<file path="src/rtl/fifo_rd_ser_pkg.sv">
// Shared definitions for the FIFO read-side serializer.
//   state_e         : FSM state encoding (IDLE, FETCH, LOAD, SHIFT)
//   bit_cnt_width() : width of the per-word bit counter for a given word width
package fifo_rd_ser_pkg;

  typedef enum logic [1:0] {
    IDLE  = 2'd0,
    FETCH = 2'd1,
    LOAD  = 2'd2,
    SHIFT = 2'd3
  } state_e;

  // Bit counter must be able to index every bit of a word; never narrower than 1.
  function automatic int unsigned bit_cnt_width(input int unsigned width);
    return (width < 2) ? 1 : $clog2(width);
  endfunction

endpackage

</file>
<file path="src/rtl/fifo_rd_serializer.sv">
// Pops WIDTH-bit words from a synchronous FIFO read port and shifts them out
// one bit per accepted beat on a valid/ready serial stream.
// Ports:
//   clk_i, rst_i        : clock, synchronous active-high reset
//   en_i                : permits new FIFO fetches (a word in flight always completes)
//   fifo_empty_i        : FIFO empty flag
//   fifo_rdata_i        : FIFO read data, valid the cycle after fifo_rd_en_o
//   fifo_rd_en_o        : one-cycle FIFO pop strobe
//   ser_data_o          : current serial bit
//   ser_valid_o         : ser_data_o is valid
//   ser_last_o          : current bit is the final bit of the word
//   ser_ready_i         : sink accepts the bit when valid and ready are both high
//   busy_o              : FSM is not IDLE
//   word_cnt_o          : completed-word counter, wraps silently
module fifo_rd_serializer
  import fifo_rd_ser_pkg::*;
#(
  parameter int unsigned WIDTH     = 4,
  parameter bit          MSB_FIRST = 1'b0,
  parameter int unsigned CNT_WIDTH = 16
) (
  input  logic                 clk_i,
  input  logic                 rst_i,
  input  logic                 en_i,
  input  logic                 fifo_empty_i,
  input  logic [WIDTH-1:0]     fifo_rdata_i,
  output logic                 fifo_rd_en_o,
  output logic                 ser_data_o,
  output logic                 ser_valid_o,
  output logic                 ser_last_o,
  input  logic                 ser_ready_i,
  output logic                 busy_o,
  output logic [CNT_WIDTH-1:0] word_cnt_o
);

  localparam int unsigned BCW = bit_cnt_width(WIDTH);
  localparam logic [BCW-1:0] LAST_IDX = BCW'(WIDTH - 1);

  state_e               state_q, state_d;
  logic [WIDTH-1:0]     shreg_q, shreg_d;
  logic [BCW-1:0]       bcnt_q, bcnt_d;
  logic [CNT_WIDTH-1:0] wcnt_q, wcnt_d;
  logic                 rd_en_q, rd_en_d;
  logic                 data_q, data_d;
  logic                 valid_q, valid_d;
  logic                 last_q, last_d;
  logic                 busy_q, busy_d;

  logic                 fetch_ok_c;

  assign fetch_ok_c = en_i & ~fifo_empty_i;

  // Next-state, datapath and registered-output decode
  always_comb begin
    state_d = state_q;
    shreg_d = shreg_q;
    bcnt_d  = bcnt_q;
    wcnt_d  = wcnt_q;

    case (state_q)
      IDLE: begin
        if (fetch_ok_c) begin
          state_d = FETCH;
        end
      end
      FETCH: begin
        state_d = LOAD;
      end
      LOAD: begin
        shreg_d = fifo_rdata_i;
        bcnt_d  = '0;
        state_d = SHIFT;
      end
      SHIFT: begin
        if (ser_ready_i) begin
          if (MSB_FIRST) begin
            shreg_d = shreg_q << 1;
          end else begin
            shreg_d = shreg_q >> 1;
          end
          bcnt_d = bcnt_q + BCW'(1);
          if (bcnt_q == LAST_IDX) begin
            wcnt_d  = wcnt_q + CNT_WIDTH'(1);
            // Chain straight into the next fetch to keep the bubble at 2 cycles.
            state_d = fetch_ok_c ? FETCH : IDLE;
          end
        end
      end
      default: begin
        state_d = IDLE;
      end
    endcase

    // Outputs are registered copies of what the next state implies.
    rd_en_d = (state_d == FETCH);
    valid_d = (state_d == SHIFT);
    last_d  = valid_d && (bcnt_d == LAST_IDX);
    busy_d  = (state_d != IDLE);
    data_d  = 1'b0;
    if (valid_d) begin
      data_d = MSB_FIRST ? shreg_d[WIDTH-1] : shreg_d[0];
    end
  end

  // State and output registers
  always_ff @(posedge clk_i) begin
    if (rst_i) begin
      state_q <= IDLE;
      shreg_q <= '0;
      bcnt_q  <= '0;
      wcnt_q  <= '0;
      rd_en_q <= 1'b0;
      data_q  <= 1'b0;
      valid_q <= 1'b0;
      last_q  <= 1'b0;
      busy_q  <= 1'b0;
    end else begin
      state_q <= state_d;
      shreg_q <= shreg_d;
      bcnt_q  <= bcnt_d;
      wcnt_q  <= wcnt_d;
      rd_en_q <= rd_en_d;
      data_q  <= data_d;
      valid_q <= valid_d;
      last_q  <= last_d;
      busy_q  <= busy_d;
    end
  end

  assign fifo_rd_en_o = rd_en_q;
  assign ser_data_o   = data_q;
  assign ser_valid_o  = valid_q;
  assign ser_last_o   = last_q;
  assign busy_o       = busy_q;
  assign word_cnt_o   = wcnt_q;

endmodule

</file>
<file path="config.mk">
export PLATFORM = sky130hd
export DESIGN_NAME = fifo_rd_serializer
export DESIGN_NICKNAME = d
export VERILOG_FILES = /design/src/rtl/fifo_rd_ser_pkg.sv /design/src/rtl/fifo_rd_serializer.sv
export SDC_FILE = /design/constraint.sdc
export NUM_CORES = 1
export LEC_CHECK = 0
export CAP_MARGIN = 10
export CORE_ASPECT_RATIO = 1.75
export CORE_UTILIZATION = 44
export DETAILED_ROUTE_END_ITERATION = 12
export GPL_ROUTABILITY_DRIVEN = 0
export PLACE_DENSITY = 0.85
export REMOVE_ABC_BUFFERS = 1
export SETUP_SLACK_MARGIN = 0.1
export SLEW_MARGIN = 0
export SYNTH_ARGS = -nofsm -noshare
export SYNTH_HDL_FRONTEND = slang
export SYNTH_SLANG_ARGS = --single-unit
</file>
<file path="constraint.sdc">
create_clock -name clk_i -period 1.7 [get_ports clk_i]
set_input_delay 0.34 -clock clk_i [delete_from_list [all_inputs] [get_ports clk_i]]
set_output_delay 0.34 -clock clk_i [all_outputs]
set_load 0.005 [all_outputs]
</file>
# --- After elaboration in Yosys (flattened, before gate mapping) ---
# Index checks and enable logic that the tools add are counted.
# W data, S select, Z words.
word_totals:
  out_inout_bits: 21
  wordCells: 39
  regBits: 29
  input_bits: 9
classes:
  reduce_logical: 7
  n_eq_ne: 8
  mux: 9
  add_sub_neg: 2
  bitwise_logic: 3
op_table:
  columns: ["op", "n"]
  rows:
  - ["$add A16 B1 Y16 const B", 1]
  - ["$eq A2 B2 Y1 const B", 5]
  - ["$mux W2", 4]
  - ["$pmux W2 S4", 1]
  - ["$pmux W4 S2", 1]
  - ["$eq A2 B1 Y1 const B", 2]
  - ["$mux W4", 1]
  - ["$pmux W2 S2", 1]
  - ["$reduce_bool A2 Y1", 2]
  - ["$reduce_and A3 Y1", 1]
  - ["$add A2 B1 Y2 const B", 1]
  - ["$logic_not A2 Y1", 1]
  - ["$ne A2 B2 Y1 const B", 1]
  - ["$not A1 Y1", 2]
  - ["$reduce_and A2 Y1", 1]
  - ["$reduce_or A2 Y1", 1]
  - ["$and A1 B1 Y1", 1]
  - ["$logic_and A1 B1 Y1", 1]
  - ["$mux W1", 1]

# --- Logic depth before layout (Yosys ltp) ---
logic_depth:
  depth_word: 9
  mapped_depth: 5
  depth_no_buf: 5

# --- Least setup slack after synthesis ---
# No wires, ideal clock.
synth_path:
  path_kind: "register -> register"
  start: "register bcnt_q[0]"
  end: "register wcnt_q[15], in the netlist word_cnt_o[15]"
  arrival_time_ns: 1.805
  required_time_ns: 1.629
  stages_incl_launch_ff: 6
  setup_ns: 0.071
  slack_ns: -0.176
  synth_period_minus_slack_ns: 1.876
  n_path_buf: 0
  cell_sequence: "dfxtp_1 > ha_1 > nand4_2 > or4b_4 > or3_1 > a21oi_1"
synth_via:
  elab_chain_cells: 2
synth_lines:
  columns: ["item", "line_no", "rtl"]
  rows:
  - ["from (decl)", "fifo_rd_serializer.sv:41", "logic [BCW-1:0] bcnt_q, bcnt_d;"]
  - ["from (signal assigned)", "fifo_rd_serializer.sv:120", "bcnt_q <= bcnt_d;"]
  - ["$eq A2 B2 Y1", "fifo_rd_serializer.sv:82", "if (bcnt_q == LAST_IDX) begin"]
  - ["$reduce_and A3 Y1 (no line)", null, null]
  - ["to (signal assigned)", "fifo_rd_serializer.sv:121", "wcnt_q <= wcnt_d;"]
  - ["to (decl)", "fifo_rd_serializer.sv:42", "logic [CNT_WIDTH-1:0] wcnt_q, wcnt_d;"]
# Every way passes these cells.
# A chain may end at the register's enable or synchronous reset.

# --- Final worst setup path ---
layout_path:
  start: "register wcnt_q[9], in the netlist word_cnt_o[9]"
  end: "register wcnt_q[13], in the netlist word_cnt_o[13]"
layout_via:
  elab_chain_cells: 1
layout_lines:
  columns: ["item", "line_no", "rtl"]
  rows:
  - ["$add A16 B1 Y16", "fifo_rd_serializer.sv:83", "wcnt_d = wcnt_q + CNT_WIDTH'(1);"]
# Every way passes these cells.

==> out/summary.txt <==
Syn Inst Count -> 149
Worst-Margin Slew -> 344.4 ps
VDD IR max -> 0.5826 mV
Async SR Flop Fraction -> 0%
Die W -> 42.77 um
Syn Area/Cell -> 8.590 um^2
Number of synthesized flops with an enable pin -> 0
Routed wire length -> 3773 um
#FFs+latches synth -> 29
Initial DRC count -> 48
Initial antenna violation count -> 0
CTS max path bufs -> 2
Crit path max fanout -> 4
GRT Total Usage -> 25.75%
Crit. End Element -> register
Pwr dens -> 702.8 nW/um^2
Post-synthesis sequential area ratio -> 45.36%
Vias/cell -> 5.940
Placeable Area -> 2721 um^2
Share of the synthesized area in the top cell type -> 45.36%
Worst Skew -> 2.385 ps
Final #Nets -> 215
I/O pin count -> 30
Antenna Cells -> 0
Die Y -> 73.35 um
Top FF cell, synth -> dfxtp_1
Vias in the first global route -> 1392
Hold Violations, Final -> 0
CTS H-tree depth -> 2
Worst skew pair latency -> 280 ps
Die area -> 3137 um^2
Fmax -> 601.1 MHz
Final cell area excluding filler cells -> 1928 um^2
Synth warnings -> 0
Final Setup Violations -> 0
Vias -> 1378
Crit path DAT -> 1870 ps
Port Buffer Count -> 29
Layout area overhead -> 50.64%
Filler cells -> 214
Pleak -> 0.8137 nW
R2r worst-path depth -> 4
Status -> finished clean
CTS buffer count -> 5
Proportion of layout cells with a drive suffix above 1 -> 23.41%
Hold depth -> 2
Critical path data required time -> 1910 ps
Max Slew Vio Count -> 0
Detailed-route wire length per cell -> 16.26 um
Hold Path Class -> reg2reg
Yosys cell types -> 34
CTS tree -> built
Starting Density -> 47.03%
Setup TNS -> 0 ps
Critical Path Start Type -> register
Largest area contributor in the synthesized netlist -> dfxtp_1
Final Cycle Share -> 97.85%
CTS Hold Bufs -> 0
CTS Sinks -> 29
Placed cell area -> 1762 um^2
Relative slew slack -> 76.85%
First-pass GRT wire length -> 5989 um
Post-DP HPWL -> 2561 um
Leading post-synthesis cells by cell area -> dfxtp_1, nor2_1, xnor2_1, o21ai_0, nand3_1
Final ANT Viol Nets -> 0
DR pass1 iterations -> 5
Unrepaired setup endpoints after global routing -> true
Worst-path clk slew -> 60 ps
Pin count of the biggest net entering global routing -> 17
Remaining DRCs -> 0
Row cnt -> 25
GRT overflow -> 0
Synthesized area -> 1280 um^2
Final min period -> 1664 ps
CTS Root Cell -> clkbuf_8
Max-Cap Viols -> 0
Type of the worst setup path -> reg2reg
-- layout by cell type (no fill, tap or decap), drive strengths merged, types with 2 or more instances in the layout --
cell           instances
dfxtp                 29
buf                   25
clkdlybuf4s50         22
nor2                  19
o21ai                 12
inv                    9
nand2                  8
nand3                  8
clkbuf                 8
xnor2                  7
a21oi                  6
dlymetal6s2s           5
and3                   4
nand4                  4
and4                   3
nor2b                  3
nor4                   3
xor2                   3
nor3                   3
a221oi                 2
or3                    2
nand2b                 2
nand4b                 2
dlygate4sd2            2
ha                     2
-- per-stage QoR --
step / hold WS, ps / instances / utilization, % / total power [mW] / setup WS (ps)
floorplan: 409.1 / 143 / - / 0.7576 / -182.6
global placement: 461.7 / 223 / 64.74 / 0.8211 / -356.6
detailed placement: 474.3 / 223 / 64.74 / 0.8279 / -417.0
CTS: 483.2 / 231 / 68.78 / 1.365 / 79.47
global route: 529.5 / 232 / 70.85 / 1.407 / 21.54
finish: 487.8 / 232 / 70.85 / 1.355 / 36.48
-- synth_stat cells, types with 3 or more instances --
library cell   n
nand2_1        8
o21ai_0       12
a21oi_1        6
nor2b_1        3
xor2_1         3
xnor2_1        7
dfxtp_1       29
nor3_1         3
and3_1         4
nand3_1        8
and4_1         3
nor4_1         3
nand4_1        3
nor2_1        19
inv_1          9
clkbuf_1       6
-- routing by layer --
metal	global-route usage [%]	routed length, um	up-vias
met2	45.12	2011	73
met1	24.54	1366	652
met4	17.71	165	0
met3	8.600	230	18
li1	-	-	635
met5	0	0	-
-- registers in the layout (all words and copies together) (netlist names) --
| signal | flops |
|---|---|
| word_cnt_o | 16 |
| shreg_q | 4 |
| bcnt_q | 2 |
| state_q | 2 |
| busy_o | 1 |
| fifo_rd_en_o | 1 |
| ser_data_o | 1 |
| ser_last_o | 1 |
| ser_valid_o | 1 |
-- power by group --
part | internal [mW] | switching [mW] | total [mW]
sequential | 0.695 | 0.00729 | 0.702
clock | 0.290 | 0.247 | 0.537
combinational | 0.0571 | 0.0591 | 0.116
total | 1.04 | 0.313 | 1.36
-- final cells by class --
type	count	area (um^2)	area share, %
Clock buffer	8	80.08	4.153
Inverter	9	33.78	1.752
Multi-Input combinational cell	105	699.4	36.28
Sequential cell	29	593.1	30.76
Tap cell	27	33.78	1.752
Timing Repair Buffer	54	488.0	25.31
-- critical path: stages, from the launching register on --
cell	delay, ps
dfxtp_1	340
and4_1	250
or4b_4	490
or3_1	350
a21oi_1	160
-- cell families after synthesis --
| family | Yosys count | synth area share (%) |
|---|---|---|
| xor+xnor | 10 | 6.843 |
| fa+ha+maj | 2 | 1.955 |
| compound gates | 28 | 13.59 |
| buf+inv | 15 | 4.399 |
| simple gates | 65 | 27.86 |
| flops | 29 | 45.36 |
-- timing repair --
action | in CTS | in global routing
endpoints found under the setup margin | 6 | 18
setup buffers | 0 | 1
gates resized for setup | 10 | 17
pin swaps | 8 | 2
-- worst paths after layout --
path / slack [ps] / to / from
worst min register to register: 490 / shreg_q[2] / shreg_q[2]
worst min-delay path: 490 / shreg_q[2] / shreg_q[2]
worst max-delay path: 40 / word_cnt_o[13] / word_cnt_o[9]
worst max register to register: 40 / word_cnt_o[13] / word_cnt_o[9]
Power figures use the tool's default switching activity.
